<file path="config.mk">
export PLATFORM = sky130hd
export DESIGN_NAME = alu_result_disp
export DESIGN_NICKNAME = d
export VERILOG_FILES = /design/src/rtl/alu_result_disp.sv
export SDC_FILE = /design/constraint.sdc
export NUM_CORES = 1
export LEC_CHECK = 0
export CAP_MARGIN = 20
export CORE_ASPECT_RATIO = 0.7
export CORE_MARGIN = 4
export CORE_UTILIZATION = 46
export CTS_CLUSTER_SIZE = 24
export DETAILED_ROUTE_END_ITERATION = 7
export PLACE_DENSITY = 0.73
export SYNTH_ARGS = -nofsm -noshare
export SYNTH_HDL_FRONTEND = slang
export SYNTH_SLANG_ARGS = --single-unit
</file>
<file path="constraint.sdc">
create_clock -name clk -period 2.4 [get_ports clk]
set_input_delay 0.48 -clock clk [delete_from_list [all_inputs] [get_ports clk]]
set_output_delay 0.48 -clock clk [all_outputs]
set_load 0.02 [all_outputs]
</file>
<file path="src/rtl/alu_result_disp.sv">
// alu_result_disp: captures a 4-bit two's-complement ALU result and shows it as sign + magnitude on seven-segment digits
//   clk, rst        : clock, asynchronous active-high reset
//   res_valid       : one-cycle strobe qualifying res/cout/overflow
//   res, cout,
//   overflow        : result and flags from the subtractor/adder
//   hold            : ignore res_valid and freeze the display (blink timer still runs)
//   clr             : synchronous clear to the blank IDLE display, beats res_valid and hold
//   seg_sign        : sign digit, active-low {dp,g..a}; minus sign when negative
//   seg_mag         : magnitude digit 0..8, active-low, dp off
//   flags           : {ovf, carry, neg, zero} of the captured result
//   busy_ovf        : high while an overflowed result is blinking
module alu_result_disp #(
    parameter logic [23:0] BLINK_DIV = 24'd5_000_000
) (
    input  logic       clk,
    input  logic       rst,
    input  logic       res_valid,
    input  logic [3:0] res,
    input  logic       cout,
    input  logic       overflow,
    input  logic       hold,
    input  logic       clr,
    output logic [7:0] seg_sign,
    output logic [7:0] seg_mag,
    output logic [3:0] flags,
    output logic       busy_ovf
);
    typedef enum logic [1:0] {IDLE, SHOW, OVF_BLINK} state_t;
    state_t      state_q, state_d;
    logic [3:0]  res_q, res_d, flags_q, flags_d, mag;
    logic [23:0] cnt_q, cnt_d;
    logic        phase_q, phase_d, tc, blank;
    logic [7:0]  mag_seg;
    always_ff @(posedge clk or posedge rst) begin
        if (rst) begin
            state_q <= IDLE;
            res_q   <= '0;
            flags_q <= '0;
            cnt_q   <= '0;
            phase_q <= 1'b0;
        end else begin
            state_q <= state_d;
            res_q   <= res_d;
            flags_q <= flags_d;
            cnt_q   <= cnt_d;
            phase_q <= phase_d;
        end
    end
    assign tc = cnt_q == BLINK_DIV - 24'd1;
    // Counter and phase default to 0, so any capture or exit from OVF_BLINK restarts the blink cleanly.
    always_comb begin
        state_d = state_q;
        res_d   = res_q;
        flags_d = flags_q;
        cnt_d   = '0;
        phase_d = 1'b0;
        if (clr) begin
            state_d = IDLE;
            res_d   = '0;
            flags_d = '0;
        end else if (res_valid && !hold) begin
            state_d = overflow ? OVF_BLINK : SHOW;
            res_d   = res;
            flags_d = {overflow, cout, res[3], res == 4'd0};
        end else if (state_q == OVF_BLINK) begin
            cnt_d   = tc ? '0 : cnt_q + 24'd1;
            phase_d = phase_q ^ tc;
        end
    end
    // 4-bit negate: 4'b1000 maps to itself, which reads as magnitude 8.
    assign mag = res_q[3] ? ~res_q + 4'd1 : res_q;
    always_comb begin
        mag_seg = 8'hFF;
        case (mag)
            4'd0: mag_seg = 8'hC0;
            4'd1: mag_seg = 8'hF9;
            4'd2: mag_seg = 8'hA4;
            4'd3: mag_seg = 8'hB0;
            4'd4: mag_seg = 8'h99;
            4'd5: mag_seg = 8'h92;
            4'd6: mag_seg = 8'h82;
            4'd7: mag_seg = 8'hF8;
            4'd8: mag_seg = 8'h80;
            default: mag_seg = 8'hFF;
        endcase
    end
    // Outputs decode straight from registers so an async reset blanks them without a clock edge.
    assign blank    = state_q == IDLE || (state_q == OVF_BLINK && phase_q);
    assign seg_sign = (blank || !flags_q[1]) ? 8'hFF : 8'hBF;
    assign seg_mag  = blank ? 8'hFF : mag_seg;
    assign flags    = flags_q;
    assign busy_ovf = state_q == OVF_BLINK;
endmodule

</file>
# After elaboration in Yosys (flattened, before gate mapping)
# Memories as Yosys holds them, arrays and structs flattened.
# Cells that the tools add are included.
dict set report totals {
  output_inout_bits 21
  word_cells 38
  rom_bits 112
  n_memories 1
  ff_bits 35
}
dict set report classes {
  add_sub_neg 2
  reduce_logical 9
  bitwise_logic 2
  mux 17
  n_eq_ne 2
}
# name depth width rd rd_ports_with_merged_regs write_ports line
set mem_list {}
lappend mem_list {{(no name shown)} 16 7 1 0 0 74} ;# case (mag)
# op count
set op_table {}
lappend op_table {{24-bit two-way mux} 4}
lappend op_table {{24-bit by 1-bit adder with 24-bit output, second input constant} 1}
lappend op_table {{24-bit by 23-bit == test with 1-bit output, second input constant} 1}
lappend op_table {{4-bit two-way mux} 5}
lappend op_table {{8-bit two-way mux} 1}
lappend op_table {{7-bit two-way mux} 1}
lappend op_table {{2-bit two-way mux} 3}
lappend op_table {{4-bit by 1-bit adder with 4-bit output, second input constant} 1}
lappend op_table {{4-bit logical NOT} 1}
lappend op_table {{4-bit NOT} 1}
lappend op_table {{1-bit two-way mux} 3}
lappend op_table {{2-bit == test, second input constant} 1}
lappend op_table {{1-bit logical AND} 2}
lappend op_table {{1-bit logical NOT} 2}
lappend op_table {{2-bit logical NOT} 1}
lappend op_table {{1-bit logical OR} 2}
lappend op_table {{2-bit nonzero test} 1}
lappend op_table {{1-bit XOR} 1}

# Logic depth before layout (Yosys ltp)
dict set report logic_depth {
  depth_word 5
  depth_mapped 9
  mapped_depth_nobuf 9
}

# Least setup slack after synthesis
# OpenSTA, ideal clock, no wires.
dict set report synth_path {
  kind {flip-flop to output port}
  startpoint {register res_q[0]}
  endpoint {output port seg_mag[1]}
  path_buffers 0
  required_time_ns 1.920
  arrival_ns 1.951
  slack_ns -0.031
  path_stages_with_launch 7
  cell_sequence {dfrtp_1 inv_1 ha_1 mux2i_1 inv_1 ha_1 o21ai_0}
}
dict set report synth_between {
  elab_chain_len 5
}
# item line
set synth_lines {}
lappend synth_lines {{start: declaration} 30} ;# logic [3:0] res_q, res_d, flags_q, flags_d, mag;
lappend synth_lines {{start signal: assignment} 43} ;# res_q <= res_d;
lappend synth_lines {{4-bit NOT} 71} ;# assign mag = res_q[3] ? ~res_q + 4'd1 : res_q;
lappend synth_lines {{4-bit by 1-bit adder with 4-bit output} 71}
lappend synth_lines {{4-bit two-way mux *} 71}
lappend synth_lines {{memory read 16 x 7 bit *} --}
lappend synth_lines {{8-bit two-way mux *} 90} ;# assign seg_mag = blank ? 8'hFF : mag_seg;
lappend synth_lines {{end: declaration} 24} ;# output logic [7:0] seg_mag,
# Mark *: on every way between the ends. The rest lies on a longest branch, timed or not.

# Worst setup path in the final report
dict set report layout_path {
  startpoint {register res_q[1]}
  endpoint {output port seg_mag[5]}
}
# Same word-level chain as after synthesis.

==> qor.yml <==
drt-pass1-iter-count: 4
holdPathStages: 1
ys_types: 37
critical_path_class: "flop to output port"
violations: "negative setup slack"
synthTopCellsByCount: "dfrtp_1 (33), nand2_1 (23), nor2_1 (20)"
hold_class: "flop to flop"
antenna_found_initial: 0
timing.hold.ws_ns: 0.482
worstRegToRegCells: 5
io_pins: 32
timing.reg2reg.setup_slack_ns: 0.33
cts_buffers: 5
yosysWarningCount: 0
antennaDiodeCount: 0
grt_usage_pct: 16.4
p_comb_share_pct: 17.2
synth_enable_flop_cells: 0
ys_seq_elements: 33
vias: 1692
die_y_um: 62.5
dpl.hpwl_um: 2960
drtIter0Drc: 74
drv_slew: 0
yosysMostFrequentCell: "dfrtp_1"
synth.largest_area_cell: "dfrtp_1"
hold-path-endpoint: "cnt_q[0]"
cts-root-buf: "clkbuf_8"
post-route-min-period_ns: 2.44
wl_per_cell_um: 14.3
start_util_pct: 48.8
finClkSkew_ns: 0.0117
grt_overflow_total: 0
clkPwrFrac_pct: 34.5
drc: 0
wl_um: 4400
drive_gt1_share_pct: 20.3
cpPeakStageDelay_ns: 0.39
fin_total_pwr_mw: 1.18
yosysSeqAreaShare_pct: 42.4
setup_viol: 3
crit_path_frequent_cell: "buf_6"
layout-area-overhead-vs-synth_pct: 29.4
clk_latency_ns: 0.29
report.final.hold_viol_count: 0
via_per_inst: 5.49
fin_crit_sh_pct: 102
rsz0062_at_grt: "yes"
fp.dieArea_mm2: 0.00536
synth_cells: 219
place.gp.congestion: 0.775
p_per_area_mw_per_mm2: 466
intPower_mw: 0.859
slowest_stage: "dfrtp_1"
min-delay-start: "cnt_q[0]"
cap_violations: 0
cts_sinks: 33
die_x_um: 85.8
status: "complete, but fails checks"
critPathLaunchType: "flop"
clkTransAtPathRegs_ns: 0.07
pwr-share-seq_pct: 48.3
syn_area_mm2: 0.00195
peakVddDrop_v: 0.000384
final_nets: 273
place_ws_ns: -0.299
post_synth.cell_area_avg_um2: 8.90
grt_pass1_wl_um: 7090
grt_max_degree: 34
clk_path_buf_depth: 2
critPathCaptureType: "output port"
ys_async_sr_fraction_pct: 100
drtAntennaViolNets: 0
r2r_start: "cnt_q[0]"
p_sw_share_pct: 26.9
crit_required_ns: 1.92
p_leak_nw: 0.967
cp_max_fo: 2
synth_top_area_share_pct: 42.4
synth.area.top_cells: "dfrtp_1 (42%), ha_1 (4.5%), xnor2_1 (4.5%)"
core-area_mm2: 0.00399
crit_chain: "inv_2, ha_4, mux2i_4, buf_6, inv_4, buf_6, ha_4, mux2i_1, o21ai_2, buf_6"
setup_slack_ns: -0.0389
worstPathArrival_ns: 1.96
rr_endpoint: "cnt_q[18]"
portBuffers: 23
synthFlopType: "dfrtp_1"
fmax_mhz: 410
htreeDepth: 2
switchingPower_mw: 0.316
num_rows: 19
cts_tree: "yes"
grt_pass1_vias: 1530
area by class of cell:
type,count,area (µm²)
Multi-Input combinational cell,164,1130
Clock inverter,1,7.51
Clock buffer,7,76.3
Fill cell,339,1470
Timing Repair Buffer,39,367
Inverter,12,47.5
Sequential cell,33,826
Tap cell,52,65.1
what timing repair did:
action | in CTS | in global routing
hold buffers | 0 | 0
endpoints found under the hold margin | 0 | 0
resized for setup | 49 | 24
buffers inserted | 1 | 2
endpoints found under the setup margin | 7 | 7
pin swaps | 7 | 7
logic make-up (layout without fill, tap and decap cells):
kind of cell	count (synthesis)	after routing	share of synthesized area, %
adders and majority gates	7	7	4.49
DFF	33	33	42.4
AOI/OAI and AO/OA	37	37	10.3
muxes	6	6	3.08
other	1	8	0.192
and+or+nand+nor	92	92	25.3
buffers and inverters	29	59	7.96
xor gates and xnor gates	14	14	6.29
metrics by stage:
step	setup TNS [ns]	area [µm²]	utilization (%)	std cells
CTS	-0.409	2400	60.1	307
global placement	-1.62	2270	56.7	298
finish	-0.0585	2520	63.2	308
global route	-0.670	2520	63.2	308
detailed placement	-2.00	2270	56.7	298
floorplan	-0.0309	1980	-	226
worst max path at each step:
stage | startpoint | end | slack (ns) | cells past startpoint
4_1_cts | res_q[0] | seg_mag[5] | -0.07 | 10
2_1_floorplan | res_q[0] | seg_mag[1] | -0.03 | 6
3_3_place_gp | res_q[0] | seg_mag[1] | -0.24 | 8
5_1_grt | res_q[1] | seg_mag[6] | -0.14 | 10
6_report | res_q[1] | seg_mag[5] | -0.04 | 10
3_5_place_dp | res_q[0] | seg_mag[1] | -0.30 | 8
registers in the layout, summed over array words and instances (netlist names):
register and flops:
res_q 3, cnt_q 24, flags 3, phase_q 1
state_q 2
layout by cell type, fill, tap and decap left out, types with 2 or more instances in the layout:
cell type	n
nand2_1	23
clkdlybuf4s50_1	16
ha_1	2
xnor2_1	10
a21oi_1	17
clkbuf_8	5
nand3_1	8
inv_1	9
nor3_1	2
nand2b_1	3
buf_6	9
or4_1	5
mux2i_1	4
o21ai_0	7
clkbuf_1	2
nor4_1	5
inv_2	2
o21ai_1	2
nor2_1	19
xor2_1	3
nor2b_1	2
dfrtp_1	33
conb_1	8
ha_4	5
nor4b_1	3
o21ai_2	5
or3_1	6
buf_4	14
nand3_2	2
nand4_1	5
o31ai_1	4
critical path, delay by kind of cell (launching register included):
family	cells	cell delay, ns
flip-flops	1	0.39
AO/OA/AOI/OAI	1	0.08
buffers and inverters	5	0.50
multiplexers	2	0.37
adder cells (fa/ha/maj)	2	0.35
metal layers:
layer  track usage (%)  vias up  wire length (µm)
met1              25.0      805              2110
met4              4.74        0                80
met2              22.5       60              1900
met5                 0        -                 0
met3              4.48        9               306
li1                  -      818                 -
power by group through the flow:
stage | clock network, mW | logic (mW) | registers [mW]
after CTS | 0.413 | 0.168 | 0.567
after global placement | 0 | 0.160 | 0.577
after detailed placement | 0 | 0.161 | 0.577
final | 0.405 | 0.202 | 0.568
after floorplan | 0 | 0.0956 | 0.579
after global routing | 0.436 | 0.219 | 0.569
Power figures use the tool's default switching activity.
